===== src/rtl/alu_cmd_pkg.sv =====
// rtl/alu_cmd_pkg.sv - opcode, status and state encodings for the ALU command issuer
package alu_cmd_pkg;

  localparam logic [2:0] OP_NOP = 3'b000;
  localparam logic [2:0] OP_ADD = 3'b001;
  localparam logic [2:0] OP_AND = 3'b010;
  localparam logic [2:0] OP_XOR = 3'b011;

  localparam logic [1:0] ST_OK      = 2'b00;
  localparam logic [1:0] ST_ILLEGAL = 2'b01;
  localparam logic [1:0] ST_TIMEOUT = 2'b10;

  localparam logic [1:0] S_IDLE  = 2'd0;
  localparam logic [1:0] S_ISSUE = 2'd1;
  localparam logic [1:0] S_WAIT  = 2'd2;
  localparam logic [1:0] S_RESP  = 2'd3;

  function automatic logic is_legal_op(input logic [2:0] op);
    return (op == OP_ADD) || (op == OP_AND) || (op == OP_XOR);
  endfunction

endpackage


===== src/rtl/alu_cmd_issuer.sv =====
// rtl/alu_cmd_issuer.sv - drives one ALU command at a time, waits for done with timeout, returns the result
module alu_cmd_issuer
  import alu_cmd_pkg::*;
#(
  parameter int TIMEOUT_CYCLES = 16,
  parameter int CNT_W          = 16
) (
  input  logic             clk,
  input  logic             reset_n,
  input  logic             cmd_valid,
  output logic             cmd_ready,
  input  logic [2:0]       cmd_op,
  input  logic [7:0]       cmd_a,
  input  logic [7:0]       cmd_b,
  output logic             alu_start,
  output logic [2:0]       alu_op,
  output logic [7:0]       alu_a,
  output logic [7:0]       alu_b,
  input  logic             alu_done,
  input  logic [15:0]      alu_result,
  output logic             rsp_valid,
  input  logic             rsp_ready,
  output logic [15:0]      rsp_result,
  output logic [2:0]       rsp_op,
  output logic [1:0]       rsp_status,
  output logic [CNT_W-1:0] done_cnt
);

  localparam logic [7:0]       TMO_LAST = 8'(TIMEOUT_CYCLES - 1);
  localparam logic [CNT_W-1:0] CNT_MAX  = {CNT_W{1'b1}};

  logic [1:0] state;
  logic [7:0] tmo_cnt;

  // cmd_ready is forced low while reset is held, even before the first reset edge
  assign cmd_ready = reset_n && (state == S_IDLE);
  assign alu_start = (state == S_ISSUE);
  assign rsp_valid = (state == S_RESP);

  always_ff @(posedge clk) begin
    if (!reset_n) begin
      state      <= S_IDLE;
      tmo_cnt    <= 8'd0;
      alu_op     <= 3'b000;
      alu_a      <= 8'h00;
      alu_b      <= 8'h00;
      rsp_result <= 16'h0000;
      rsp_op     <= 3'b000;
      rsp_status <= ST_OK;
      done_cnt   <= '0;
    end else begin
      case (state)
        S_IDLE: begin
          if (cmd_valid) begin
            alu_op <= cmd_op;
            alu_a  <= cmd_a;
            alu_b  <= cmd_b;
            if (is_legal_op(cmd_op)) begin
              state <= S_ISSUE;
            end else begin
              state      <= S_RESP;
              rsp_result <= 16'h0000;
              rsp_op     <= cmd_op;
              rsp_status <= ST_ILLEGAL;
            end
          end
        end
        S_ISSUE: begin
          state   <= S_WAIT;
          tmo_cnt <= 8'd0;
        end
        S_WAIT: begin
          // the cycle that reaches TIMEOUT_CYCLES waiting cycles gives up
          if (alu_done) begin
            state      <= S_RESP;
            rsp_result <= alu_result;
            rsp_op     <= alu_op;
            rsp_status <= ST_OK;
          end else if (tmo_cnt == TMO_LAST) begin
            state      <= S_RESP;
            rsp_result <= 16'h0000;
            rsp_op     <= alu_op;
            rsp_status <= ST_TIMEOUT;
          end else begin
            tmo_cnt <= tmo_cnt + 8'd1;
          end
        end
        S_RESP: begin
          if (rsp_ready) begin
            state <= S_IDLE;
            if (rsp_status == ST_OK && done_cnt != CNT_MAX)
              done_cnt <= done_cnt + 1'b1;
          end
        end
        default: state <= S_IDLE;
      endcase
    end
  end

endmodule


===== config.mk =====
export PLATFORM = sky130hd
export DESIGN_NAME = alu_cmd_issuer
export DESIGN_NICKNAME = d
export VERILOG_FILES = /design/src/rtl/alu_cmd_pkg.sv /design/src/rtl/alu_cmd_issuer.sv
export SDC_FILE = /design/constraint.sdc
export NUM_CORES = 1
export LEC_CHECK = 0
export CAP_MARGIN = 20
export CORE_MARGIN = 8
export CORE_UTILIZATION = 25
export CTS_BUF_LIST = sky130_fd_sc_hd__clkbuf_4
export CTS_CLUSTER_DIAMETER = 40
export DETAILED_ROUTE_END_ITERATION = 6
export PLACE_DENSITY_LB_ADDON = 0.1
export SYNTH_ARGS = -nofsm -noshare
export SYNTH_HDL_FRONTEND = slang
export SYNTH_SLANG_ARGS = --single-unit

===== constraint.sdc =====
create_clock -name clk -period 3.9 [get_ports clk]
set_input_delay 1.17 -clock clk [delete_from_list [all_inputs] [get_ports clk]]
set_output_delay 1.17 -clock clk [all_outputs]
set_load 0.01 [all_outputs]

### Word level (Yosys, flattened, before mapping)

Cells that the tools add are included.

| word-level totals | value |
|---|---|
| register bits after elaboration | 66 |
| input port bits | 40 |

| operators by class | value |
|---|---|
| add/sub/neg operators | 2 |
| equality and inequality tests | 14 |
| multiplexer cells | 24 |
| reductions and logical operators | 13 |

Operator list:

| kind | count |
|---|---|
| $mux 16 | 4 |
| $pmux 16 s2 | 1 |
| $mux 2 | 9 |
| $add 16x1->16 const B | 1 |
| $mux 8 | 2 |
| $ne 16x16->1 const B | 1 |
| $pmux 8 s2 | 1 |
| $mux 3 | 4 |
| $reduce_and 3->1 | 3 |
| $add 8x1->8 const B | 1 |
| $eq 8x4->1 const B | 1 |
| $ne 2x2->1 const B | 4 |
| $pmux 2 s4 | 1 |
| $eq 3x2->1 const B | 2 |
| $pmux 3 s2 | 1 |
| $eq 2x2->1 const B | 2 |
| $logic_not 2->1 | 2 |
| $pmux 2 s2 | 1 |
| $reduce_and 4->1 | 1 |
| $reduce_bool 2->1 | 2 |
| $eq 3x1->1 const B | 1 |
| $ne 3x3->1 const B | 1 |
| $eq 2x1->1 const B | 1 |
| $logic_and 1x1->1 | 2 |
| 3 further kinds | 4 |

### Logic depth before layout (Yosys ltp)

| depth | value |
|---|---|
| depth in word-level cells | 6 |
| gate-level depth with buffers | 8 |

### Worst setup path before layout

No wires, ideal clock.

| timing | value |
|---|---|
| path type | in2out |
| start | in reset_n |
| end | out cmd_ready |
| data arrival time | 1.911 ns |
| slack | 0.819 ns |
| cell stages on the path | 3 |
| path through | clkbuf_1 clkbuf_1 and2_1 |

| between the ends | value |
|---|---|
| cells in the longest elaborated chain, start to end | 1 |

Ends and longest elaborated chain:

| what | line | source |
|---|---|---|
| from (decl) | alu_cmd_issuer.sv:9 | `input logic reset_n,` |
| $logic_and 1x1->1 | alu_cmd_issuer.sv:36 | `assign cmd_ready = reset_n && (state == S_IDLE);` |
| to (decl) | alu_cmd_issuer.sv:11 | `output logic cmd_ready,` |

Every way passes these cells.

### Worst setup path after layout

Ends and elaborated chain as after synthesis.

==> metrics.csv <==
metric,value,unit
setup_viol,0,
start_util,25.3,%
max_stage_delay,0.54,ns
synthAdderAreaFrac,2.92,%
grt_pass1_vias,2827,
dieArea,15800,um2
fmax,288,MHz
globalplace.congestion,0.722,
synth_edf_count,0,
multi_input_area,1560,um2
dp_hpwl,6280,um
muxShareOfSynthArea,7.71,%
crit_chain,"clkdlybuf4s50_1, and2_1, clkdlybuf4s50_1",
final_nets,497,
start_kind,input port,
clk_latency,0.42,ns
grt_max_degree,30,
end_kind,output port,
port_buffers,98,
synth-xor-area-share,0.292,%
die-height,126,um
slowest_stage,clkdlybuf4s50_1,
synthArstFlopShare,0,%
critPathArrivalTime,2.30,ns
max-clock-path-buffers,2,
clkSinkCount,66,
max_cap_violations,0,
power.density,494,nW/um2
ys.flop_type,dfxtp_1,
final.min_clock_period,3.47,ns
yosysWarnings,0,
cts_buffers,9,
cts_tree,built,
crit_path_frequent_cell,clkdlybuf4s50_1,
syn_avg_cell_area,8.41,um2
synth_area,3000,um2
drt_iter0_markers,132,
crit_type,in -> out,
fin_worst_skew,0.0157,ns
min_path_type,reg -> reg,
tightest_slew,0.703,ns
fin_setup_tns,0,ns
cp_max_fo,2,
yosysSeqAreaShare,44.0,%
drive_gt1_share,6.59,%
synth_compound_area_share,17.2,%
drtPass1Iterations,4,
relSlewSlack,53.1,%
ant_nets,0,
critPathRequiredTime,2.73,ns
coreArea,11900,um2
cts_resized,0,
finalCritPeriodShare,88.9,%
layout_common_cells,"clkdlybuf4s50_1 (98), nand2_1 (87), dfxtp_1 (66)",
ctsHoldBuffers,0,
place_worst_setup_slack,0.440,ns
path_clk_slew,0.12,ns
num_rows,40,
vias,2837,
ys_ff_latch,66,
n_antenna_cell,0,
fillers,1265,
ys_types,51,
hold_viol,0,
routed_wl,8930,um
cts-htree-levels,3,
leakagePower,1.49,nW
syn2layout_area_growth,43.3,%
grt_usage,11.6,%
worst_slack,0.433,ns
synth_top_family_by_area,simple AND/OR/NAND/NOR gates,
irDropWorstVdd,0.165,mV
drc_errors,0,
synth_simple_gate_area_share,23.7,%
ctsRootBufferMaster,clkbuf_4,
status,"complete, no violations",
grt_pass1_wl,14700,um
final_common_cell,clkdlybuf4s50_1,
antenna_found_initial,0,
via_per_inst,4.71,
drv_slew,0,
wl_per_cell,14.8,um
ios,99,
syn_nets,404,
synthCells,357,
die_width,126,um
overflow,0,
rsz0062_at_grt,no,
seq_area,1320,um2
postCtsSetupRepairBufs,0,
## state kept, by name (all words and copies together) (netlist names)
register    count
alu_a           8
alu_b           8
alu_op          3
done_cnt       16
rsp_op          3
rsp_result     16
rsp_status      2
state           2
tmo_cnt         8
## Yosys cell counts (2+ instances only)
master    instances  share of area, %
o21ai_0           9               1.5
or4_1            11               2.8
o41ai_1           3              0.88
or3_1             4              0.83
nand4_1           4              0.83
nor2_1            5              0.63
nor4_1            2              0.42
and3_1            4              0.83
clkbuf_1         17               2.1
and2_1            3              0.63
o31ai_1           8               2.0
mux2i_1          22               7.3
nand3_1           8               1.3
nand2_1          87                11
and3b_1           2              0.58
nand2b_1          5               1.0
a211oi_1          3              0.75
or2_2             2              0.42
a21oi_1          40               6.7
a21boi_0          2              0.50
a31oi_1           4              0.83
dfxtp_1          66                44
buf_4             2              0.50
inv_1            10               1.3
buf_2             2              0.33
ha_1              7               2.9
## stage by stage
stage	total power (W)	hold slack, ns	instances	cell area, um2	util, %
finish	0.00213	0.461	602	4300	36.3
global route	0.00226	0.475	602	4300	36.3
CTS	0.00217	0.463	602	4300	36.3
detailed placement	0.00156	0.446	586	4120	34.7
global placement	0.00157	0.441	586	4120	34.7
floorplan	0.00127	0.458	357	3000	-
## logic make-up (layout without fill, tap and decap cells)
family | count (synthesis) | after routing
simple gates | 146 | 146
compound gates | 83 | 83
flops | 66 | 66
buf+inv | 31 | 129
mux | 23 | 23
fa+ha+maj | 7 | 7
xor+xnor | 1 | 1
## path summary, 6_finish.rpt
kind | to | slack (ns) | cells past startpoint | startpoint
setup / recovery | cmd_ready | 0.43 | 3 | reset_n
hold / removal | alu_b[6] | 0.46 | 2 | alu_b[6]
setup reg to reg | rsp_op[2] | 1.65 | 7 | state[0]
hold reg to reg | alu_b[6] | 0.46 | 2 | alu_b[6]
## metal layers
layer  wire length, um  GRT usage (%)  share of wire (%)  up-vias
li1                  -              -                  -     1451
met1              4430           14.8                 50     1295
met2              3640           16.5                 41       80
met3               703           4.55                7.9       11
met4               153           5.66                1.7        0
met5                 0              0                  0        -
## critical path: cells and delay by family
family / cells / cell delay, ns
buffers and inverters: 2 / 1.01
and+or+nand+nor: 1 / 0.12
## cell type report
class | count | area share [%]
well taps | 147 | 4.28
clock buffers | 10 | 1.75
inverters | 10 | 0.873
flip-flops and latches | 66 | 30.7
multi-input cells | 260 | 36.3
clock inverters | 6 | 2.44
repair buffers | 103 | 23.7
## power by group
group / internal [W] / total (W) / switching (W)
Sequential: 0.000746 / 0.000791 / 0.0000450
Combinational: 0.000350 / 0.000750 / 0.000400
Clock: 0.000329 / 0.000584 / 0.000256
Total: 0.00142 / 0.00213 / 0.000701
(Power assumes the default switching activity.)
